==> src/rtl/arbiter_types.sv <==
// Shared enums for the I/D line-port arbiter.
// Kept apart from the core instruction types; only the arbiter imports these.
// No ports: type definitions only.
package arbiter_types;

  // FSM states: one transaction in flight at a time.
  typedef enum logic [1:0] {
    IDLE    = 2'd0,
    SERVE_I = 2'd1,
    SERVE_D = 2'd2
  } arb_state_t;

  // Who received the most recent grant; drives the round-robin tie break.
  typedef enum logic {
    GRANT_I = 1'b0,
    GRANT_D = 1'b1
  } arb_grant_t;

endpackage

==> src/rtl/cache_line_arbiter.sv <==
// Purpose: shares one physical-memory line port between the I-cache (read) and D-cache (read / write-back).
// Latency: request seen at edge n drives mem_read/mem_write in cycle n+1; resp is mem_resp passed through combinationally.
// Backpressure: requesters hold their request until resp; after every completion the FSM idles one cycle before the next grant.
// Ports: clk/rst (sync, active-low); i_* I-cache request/response; d_* D-cache request/response;
//        mem_* strobes, latched address/write line out, read data and completion in.
module cache_line_arbiter
  import arbiter_types::*;
#(
  parameter int unsigned LINE_W = 256,
  parameter int unsigned ADDR_W = 32
) (
  input  logic              clk,
  input  logic              rst,
  // I-cache side
  input  logic              i_read,
  input  logic [ADDR_W-1:0] i_address,
  output logic [LINE_W-1:0] i_rdata,
  output logic              i_resp,
  // D-cache side
  input  logic              d_read,
  input  logic              d_write,
  input  logic [ADDR_W-1:0] d_address,
  input  logic [LINE_W-1:0] d_wdata,
  output logic [LINE_W-1:0] d_rdata,
  output logic              d_resp,
  // Memory side
  output logic              mem_read,
  output logic              mem_write,
  output logic [ADDR_W-1:0] mem_address,
  output logic [LINE_W-1:0] mem_wdata,
  input  logic [LINE_W-1:0] mem_rdata,
  input  logic              mem_resp
);

  arb_state_t  state, state_nxt;
  arb_grant_t  last_grant, last_grant_nxt;
  logic              read_nxt, write_nxt;
  logic [ADDR_W-1:0] address_nxt;
  logic [LINE_W-1:0] wdata_nxt;

  logic i_req, d_req, pick_d;

  assign i_req = i_read;
  assign d_req = d_read | d_write;
  // D wins when alone, or on a tie when I held the previous grant.
  // last_grant resets to I, so the first tie after reset goes to D.
  assign pick_d = d_req & (~i_req | (last_grant == GRANT_I));

  always_ff @(posedge clk) begin
    if (!rst) begin
      state       <= IDLE;
      last_grant  <= GRANT_I;
      mem_read    <= 1'b0;
      mem_write   <= 1'b0;
      mem_address <= '0;
      mem_wdata   <= '0;
    end else begin
      state       <= state_nxt;
      last_grant  <= last_grant_nxt;
      mem_read    <= read_nxt;
      mem_write   <= write_nxt;
      mem_address <= address_nxt;
      mem_wdata   <= wdata_nxt;
    end
  end

  always_comb begin
    state_nxt      = state;
    last_grant_nxt = last_grant;
    read_nxt       = mem_read;
    write_nxt      = mem_write;
    address_nxt    = mem_address;
    wdata_nxt      = mem_wdata;
    case (state)
      IDLE: begin
        if (i_req | d_req) begin
          if (pick_d) begin
            state_nxt      = SERVE_D;
            last_grant_nxt = GRANT_D;
            address_nxt    = d_address;
            wdata_nxt      = d_wdata;
            // Illegal read+write together resolves as a write-back.
            write_nxt      = d_write;
            read_nxt       = d_read & ~d_write;
          end else begin
            state_nxt      = SERVE_I;
            last_grant_nxt = GRANT_I;
            address_nxt    = i_address;
            write_nxt      = 1'b0;
            read_nxt       = 1'b1;
          end
        end
      end
      SERVE_I, SERVE_D: begin
        // Requester inputs are ignored here; only memory completion ends service.
        if (mem_resp) begin
          state_nxt = IDLE;
          read_nxt  = 1'b0;
          write_nxt = 1'b0;
        end
      end
      default: begin
        state_nxt = IDLE;
        read_nxt  = 1'b0;
        write_nxt = 1'b0;
      end
    endcase
  end

  // Completion is steered only to the requester currently being served;
  // mem_resp in IDLE (e.g. after a reset abort) reaches nobody.
  assign i_resp  = (state == SERVE_I) & mem_resp;
  assign d_resp  = (state == SERVE_D) & mem_resp;
  assign i_rdata = mem_rdata;
  assign d_rdata = mem_rdata;

endmodule

==> config.mk <==
export PLATFORM = sky130hd
export DESIGN_NAME = cache_line_arbiter
export DESIGN_NICKNAME = d
export VERILOG_FILES = /design/src/rtl/arbiter_types.sv /design/src/rtl/cache_line_arbiter.sv
export SDC_FILE = /design/constraint.sdc
export NUM_CORES = 1
export LEC_CHECK = 0
export CAP_MARGIN = 0
export CORE_AREA = 2 2 545 547
export CTS_BUF_LIST = sky130_fd_sc_hd__clkbuf_8
export DETAILED_ROUTE_END_ITERATION = 12
export DIE_AREA = 0 0 547 549
export PLACE_DENSITY = 0.3
export SLEW_MARGIN = 20
export SYNTH_ARGS = -nofsm -noshare
export SYNTH_HDL_FRONTEND = slang
export SYNTH_SLANG_ARGS = --single-unit
==> constraint.sdc <==
create_clock -name clk -period 3.9 [get_ports clk]
set_input_delay 0.78 -clock clk [delete_from_list [all_inputs] [get_ports clk]]
set_output_delay 0.78 -clock clk [all_outputs]
set_load 0.01 [all_outputs]
# --- Word level (Yosys, flattened, before mapping) ---
# Index checks and enable logic that the tools add are counted.
op_classes:
  bitwise: 10
  mux: 13
  reduce_logical: 5
  eq_ne: 4
ops:
  columns: ["operator", "count"]
  rows:
  - ["32-bit 2-to-1 mux", 1]
  - ["1-bit 2-to-1 mux", 6]
  - ["2-bit 2-to-1 mux", 3]
  - ["1-bit AND", 4]
  - ["2-bit != test, second input constant", 2]
  - ["1-bit one-hot mux with 2 select lines", 2]
  - ["2-bit one-hot mux with 2 select lines", 1]
  - ["2-bit AND reduction", 2]
  - ["1-bit inverter", 3]
  - ["1-bit bitwise OR", 3]
  - ["3-bit AND reduction", 1]
  - ["2-bit by 1-bit equality test with 1-bit output, second input constant", 1]
  - ["2-bit equality test, second input constant", 1]
  - ["2-bit logical NOT", 1]
  - ["2-bit OR reduction", 1]
word_totals:
  register_bits: 293
  inputBits: 582
  wordCells: 38

# --- Logic depth before layout (Yosys ltp) ---
# Gate-level depths: netlist of the first run.
logic_depth:
  depth_word: 6
  ltp_mapped: 8
  depth_no_buf: 5

# --- Worst setup path after synthesis of the first run ---
# OpenSTA, ideal clock, no wires.
synth_timing:
  path_kind: "input-to-output"
  startpoint: "in mem_resp"
  endpoint: "out i_resp"
  arrival_time_ps: 945
  path_buffers: 0
  slack_ps: 2175
  path_stages: 1
  path_cell_list: "and2_1"
synth_via:
  elab_chain_cells: 1
synth_rtl:
  columns: ["element", "line_no", "text"]
  rows:
  - ["start: declaration", "cache_line_arbiter.sv:32", "input logic mem_resp"]
  - ["1-bit AND", "cache_line_arbiter.sv:112", "assign i_resp = (state == SERVE_I) & mem_resp;"]
  - ["end: declaration", "cache_line_arbiter.sv:18", "output logic i_resp,"]
# Every way passes these cells.

# --- Final worst setup path of the first run ---
layout_timing:
  startpoint: "reg state[0]"
  endpoint: "out d_resp"
layout_via:
  elab_chain_cells: 2
layout_rtl:
  columns: ["element", "line_no", "text"]
  rows:
  - ["start: declaration", "cache_line_arbiter.sv:35", "arb_state_t state, state_nxt;"]
  - ["start signal: assignment", "cache_line_arbiter.sv:58", "state <= state_nxt;"]
  - ["2-bit equality test", "cache_line_arbiter.sv:113", "assign d_resp = (state == SERVE_D) & mem_resp;"]
  - ["1-bit AND", "cache_line_arbiter.sv:113", null]
  - ["end: declaration", "cache_line_arbiter.sv:25", "output logic d_resp,"]
# Every way passes these cells.

==> results of run 1 <==
==> kinds of logic (layout without fill, tap and decap cells) <==
logic type | after synthesis | after routing | share of synthesized area [%]
buf+inv | 676 | 776 | 30.17
fa+ha+maj | 3 | 3 | 0.2498
other cells | 0 | 10 | 0
simple gates | 329 | 329 | 10.39
compound gates | 588 | 588 | 20.15
flops | 293 | 293 | 39.03
==> worst max-delay path: cells and delay by family (launching register included) <==
kind	cells	cell delay, ns
AND/OR/NAND/NOR	1	0.28
flip-flops	1	0.31
adder cells (fa/ha/maj)	1	0.16
buffers and inverters	2	0.76
==> layout by cell type (no fill, tap or decap), types with 2 or more instances in the layout <==
| cell type | instances |
|---|---|
| a31oi_1 | 32 |
| clkbuf_8 | 86 |
| buf_12 | 16 |
| bufinv_16 | 5 |
| diode_2 | 10 |
| buf_4 | 13 |
| o21ai_0 | 290 |
| o32ai_1 | 3 |
| clkdlybuf4s50_1 | 615 |
| inv_8 | 3 |
| nand3_1 | 256 |
| nand2_1 | 70 |
| dfxtp_1 | 293 |
| clkinvlp_4 | 2 |
| inv_1 | 27 |
| ha_1 | 2 |
| and2_1 | 2 |
| clkinv_2 | 7 |
| a21oi_1 | 257 |
==> layer usage <==
layer | global-route usage (%) | up-vias | wire length (µm)
met3 | 11.33 | 528 | 38440
li1 | - | 6078 | -
met4 | 5.293 | 24 | 9685
met5 | 0.7123 | - | 406
met1 | 7.178 | 6556 | 39760
met2 | 16.66 | 1299 | 72590
==> worst paths after layout <==
check                 startpoint             end  slack [ns]  cells past startpoint
hold / removal      d_wdata[128]  mem_wdata[128]        0.47                      3
setup reg to reg        state[0]       mem_write        1.43                      5
setup / recovery        state[0]          d_resp        0.77                      4
hold reg to reg   mem_wdata[242]  mem_wdata[242]        0.47                      2
==> where the power goes <==
group	internal, W	switching [W]	leakage [nW]
Combinational	0.00142	0.00222	3.81
Sequential	0.00342	0.000229	2.42
Clock	0.00233	0.00190	0.858
==> sequential cells by signal (all words and copies together), names as in the netlist <==
register and count:
mem_wdata 256, state 2, last_grant 1, mem_write 1, mem_read 1, mem_address 32
==> final cells by class <==
cell class                      instances  area (µm²)
Clock buffer                           86        1184
Sequential cell                       293        5866
Fill cell                           34480      271400
Antenna cell                           10       25.02
Tap cell                             3939        4928
Inverter                                5       33.78
Multi-Input combinational cell        920        4664
Timing Repair Buffer                  645        6579
Clock inverter                         40       317.8
==> synth_stat cells <==
| library cell | count | area, µm² |
|---|---|---|
| buf_4 | 514 | 3859 |
| dfxtp_1 | 293 | 5866 |
| o21ai_0 | 290 | 1451 |
| a21oi_1 | 257 | 1286 |
| nand3_1 | 256 | 1281 |
| clkbuf_1 | 92 | 345.3 |
| nand2_1 | 70 | 262.8 |
| buf_2 | 54 | 270.3 |
| a31oi_1 | 32 | 200.2 |
| buf_1 | 11 | 41.29 |
| ha_1 | 3 | 37.54 |
| inv_1 | 3 | 11.26 |
| o32ai_1 | 3 | 26.28 |
| and2_1 | 2 | 12.51 |
| inv_2 | 2 | 7.510 |
| a21bo_2 | 1 | 10.01 |
| a2bb2oi_1 | 1 | 8.760 |
| a2bb2oi_2 | 1 | 15.01 |
| nor3_1 | 1 | 5.000 |
| o22ai_1 | 1 | 6.260 |
| o2bb2ai_2 | 1 | 15.01 |
| o31a_1 | 1 | 8.760 |
==> stage by stage <==
step	total power, W	hold WS [ns]	setup slack (ns)	cell area (µm²)
floorplan	0.005562	0.4905	2.175	15030
global route	0.01237	0.3265	0.5447	23600
finish	0.01153	0.4677	0.7713	23600
global placement	0.007525	0.4607	0.7674	22070
detailed placement	0.007517	0.4670	0.7935	22070
CTS	0.01207	0.2909	0.4964	23570
==> impl_metrics.ini, run 1 <==
[setup_path]
path_class = flip-flop to primary output
startpoint_type = flip-flop
arrival_ns = 2.35
critPathMaxFanout = 3
slowest_stage = clkdlybuf4s50_1
crit_required_ns = 3.12
cp_cell_sequence = inv_1 > ha_1 > and2_1 > clkdlybuf4s50_1
end_kind = primary output
max_stage_delay_ns = 0.62

[yosys]
syn_nets = 2474
syn-cell-area_mm2 = 0.01503
ys_warn_count = 0
syn_inst = 1889
synth-seq-cells = 293
synth_cell_types = 22
ys_seq_area_share_pct = 39.03
avgSynthCellArea_um2 = 7.955

[sta]
clock_skew_ns = 0.04012
slew_headroom_pct = 28.45
finalCriticalPeriod_ns = 3.129
fin_setup_tns_ns = 0
tightest_slew_ns = 1.073
setup_viol = 0
finalHoldViolCount = 0
maxSlewViolCount = 0
fmax_mhz = 319.6
rsz0062_at_grt = false
finalCritPeriodShare_pct = 80.22

[place]
io_buffers = 617
routabilityCongestion = 0.8089
dp_cells = 5802
post-dp-hpwl_mm = 134.5

[clock_network]
cts_resized = 0
ctsHoldBuffers = 0
clk_latency_ns = 0.88
cts-root-buf = clkbuf_8
cts_buffers = 76
cts.sinks = 293
clock_path_buffers = 4
tritoncts = yes
post-cts-setup-buffers = 0
clkTransAtPathRegs_ns = 0.06
htree_levels = 3

[layout]
drive_gt1_share_pct = 6.988
post-route-util_pct = 7.998
nNetsFinal = 2526
final_cells = 5938
syn_to_final_growth_pct = 57.04

[grt]
grt_pass1_wl_mm = 193.8
grt_max_degree = 166
grt_pass1_vias = 14700
antenna_found_initial = 100
gr-total-overflow = 0
grtUsageTotal_pct = 10.29

[detailed_routing]
via_count = 14490
drt-initial-drc-count = 946
wire_per_inst_um = 27.09
final_antenna_net_count = 0
routed_wl_mm = 160.9
viasPerCell = 2.439
drtPass1Iterations = 5
drc = 0

[pwr]
power.leakage_nw = 7.085
vdd_drop_max_v = 0.0004771
p_per_area_mw_per_mm2 = 488.4

[floorplan]
dieArea_mm2 = 0.3003
io_pins = 1386
core_mm2 = 0.2950
rows = 200
fp.dieW_um = 547
floorplan.die.height_um = 549
start_util_pct = 5.093

[run_status]
run_status = finished, final reports clean

[run]
drv_cap = 0

[hold_path]
hp-class = input pin to flip-flop
Power figures use the tool's default switching activity.
==> inputs of run 2 (changes only) <==
==> constraint.sdc (replaced) <==
create_clock -name clk -period 3.23 [get_ports clk]
set_input_delay 0.646 -clock clk [delete_from_list [all_inputs] [get_ports clk]]
set_output_delay 0.646 -clock clk [all_outputs]
set_load 0.01 [all_outputs]
==> run 2 against run 1 <==
  * Flip-flop and latch count is the same
  * Register-to-register slack lost 0.62 ns
  * Critical path type unchanged
  * Via count is essentially flat
  * Sequential power grew 21%
  * Sequential share of layout area is essentially flat
  * Highest routed layer unchanged
  * Power grew 22%
  * First-iteration DRC count shrank 21%
  * Non-clock buffer count shrank 1
  * Count of clock-buffer cells in the layout grew 5
==> impl_metrics.ini, run 2 (same netlist as run 1, synthesis figures left out) <==
[setup_path]
end_kind = primary output
max_stage_delay_ns = 0.97
slowest_stage = clkdlybuf4s50_1
crit_buf_inv = 1
cp_cell_sequence = clkdlybuf4s50_1
arrival_ns = 2.21
startpoint_type = flip-flop
crit_family = buffers and inverters
critPathMaxFanout = 2
crit_required_ns = 2.58
path_class = flip-flop to primary output

[pwr]
p_total_w = 0.01403
p_per_area_mw_per_mm2 = 594.0
vdd_drop_max_v = 0.0002975
power.leakage_nw = 7.099

[sta]
fmax_mhz = 350.2
maxSlewViolCount = 0
fin_setup_tns_ns = 0
tightest_slew_ns = 0.8583
finalCriticalPeriod_ns = 2.856
rsz0062_at_grt = false
finalHoldViolCount = 0
finalCritPeriodShare_pct = 88.41
slew_headroom_pct = 42.78
setup_viol = 0
clock_skew_ns = 0.09604

[floorplan]
floorplan.die.height_um = 549
start_util_pct = 5.093
io_pins = 1386
core_mm2 = 0.2950
rows = 200
fp.dieW_um = 547
dieArea_mm2 = 0.3003

[detailed_routing]
drt-initial-drc-count = 743
routed_wl_mm = 161.0
drtPass1Iterations = 6
final_antenna_net_count = 0
viasPerCell = 2.439
wire_per_inst_um = 27.11
via_count = 14480
drc = 0

[grt]
gr-total-overflow = 0
antenna_found_initial = 94
grt_pass1_vias = 14590
grtUsageTotal_pct = 10.26
grt_max_degree = 105
grt_pass1_wl_mm = 192.8

[clock_network]
tritoncts = yes
cts-root-buf = clkbuf_8
clkTransAtPathRegs_ns = 0.06
cts_buffers = 76
cts.sinks = 293
clock_path_buffers = 4
htree_levels = 3
clk_latency_ns = 0.88

[layout]
largest_register_ffs = 256
top_regs = mem_wdata (256), mem_address (32), state (2)
final_common_cell = clkdlybuf4s50_1
syn_to_final_growth_pct = 57.14
fin_area_mm2 = 0.02361
final_cell_mix = clkdlybuf4s50_1 (613), dfxtp_1 (293), o21ai_0 (290), a21oi_1 (257), nand3_1 (256)
largest_register = mem_wdata
nNetsFinal = 2525
drive_gt1_share_pct = 7.089
post-route-util_pct = 8.003

[run_status]
run_status = finished, final reports clean

[place]
routabilityCongestion = 0.7920
post-dp-hpwl_mm = 135.4
io_buffers = 617
dpl_cell_area_mm2 = 0.02207

[run]
drv_cap = 0

[hold_path]
hp-class = input pin to flip-flop
run 2: cell count changes in the layout (fill, tap and decap cells not counted):
| cell | previous run | this run |
|---|---|---|
| and2_1 | 2 | 1 |
| clkinvlp_4 | 2 | 1 |
| and2_2 | 0 | 1 |
| bufinv_16 | 5 | 4 |
| dlygate4sd2_1 | 0 | 1 |
| inv_8 | 3 | 2 |
| clkinv_2 | 7 | 6 |
| diode_2 | 10 | 9 |
| buf_4 | 13 | 12 |
| clkdlybuf4s50_1 | 615 | 613 |
| clkbuf_8 | 86 | 91 |
| buf_12 | 16 | 17 |
run 2: cell type report:
cell class,instances,area (µm²)
diodes,9,22.52
clock buffers,91,1252
clock inverters,36,264.0
fillers,34540,271400
inverters,5,33.78
multi-input cells,920,4666
flip-flops and latches,293,5866
well taps,3939,4928
repair buffers,644,6580
run 2: power breakdown:
group	internal (W)	leakage, nW	switching, W
Combinational	0.00172	3.81	0.00276
Sequential	0.00413	2.42	0.000280
Clock	0.00284	0.869	0.00230
run 2: final timing paths:
kind / from / end / slack [ns] / cells after the start
max: mem_address[10] / mem_address[10] / 0.37 / 1
min: rst / mem_wdata[28] / 0.30 / 3
max reg2reg: state[0] / mem_write / 0.81 / 7
min reg2reg: mem_wdata[96] / mem_wdata[96] / 0.47 / 2
run 2: per-stage QoR:
| stage | cells | setup WS [ns] | hold WS, ns |
|---|---|---|---|
| floorplan | 1889 | 1.667 | 0.4905 |
| global placement | 5801 | -0.06984 | 0.4646 |
| detailed placement | 5801 | -0.06252 | 0.4658 |
| CTS | 5928 | 0.1387 | 0.1316 |
| global route | 5935 | 0.1717 | 0.2307 |
| finish | 5937 | 0.3745 | 0.3004 |
run 2: per-layer routing:
layer	vias up	GRT usage, %	part of all wire [%]
li1	6070	-	-
met1	6597	7.113	25
met2	1294	16.50	45
met3	502	11.49	24
met4	18	5.286	6.0
met5	-	0.9655	0.29
run 2: repair_timing:
| action | in CTS | in global routing |
|---|---|---|
| endpoints found under the hold margin | 0 | 0 |
| setup buffers | 0 | 0 |
| endpoints found under the setup margin | 1 | 0 |
| hold buffers | 0 | 0 |
| resized for setup | 2 | 0 |
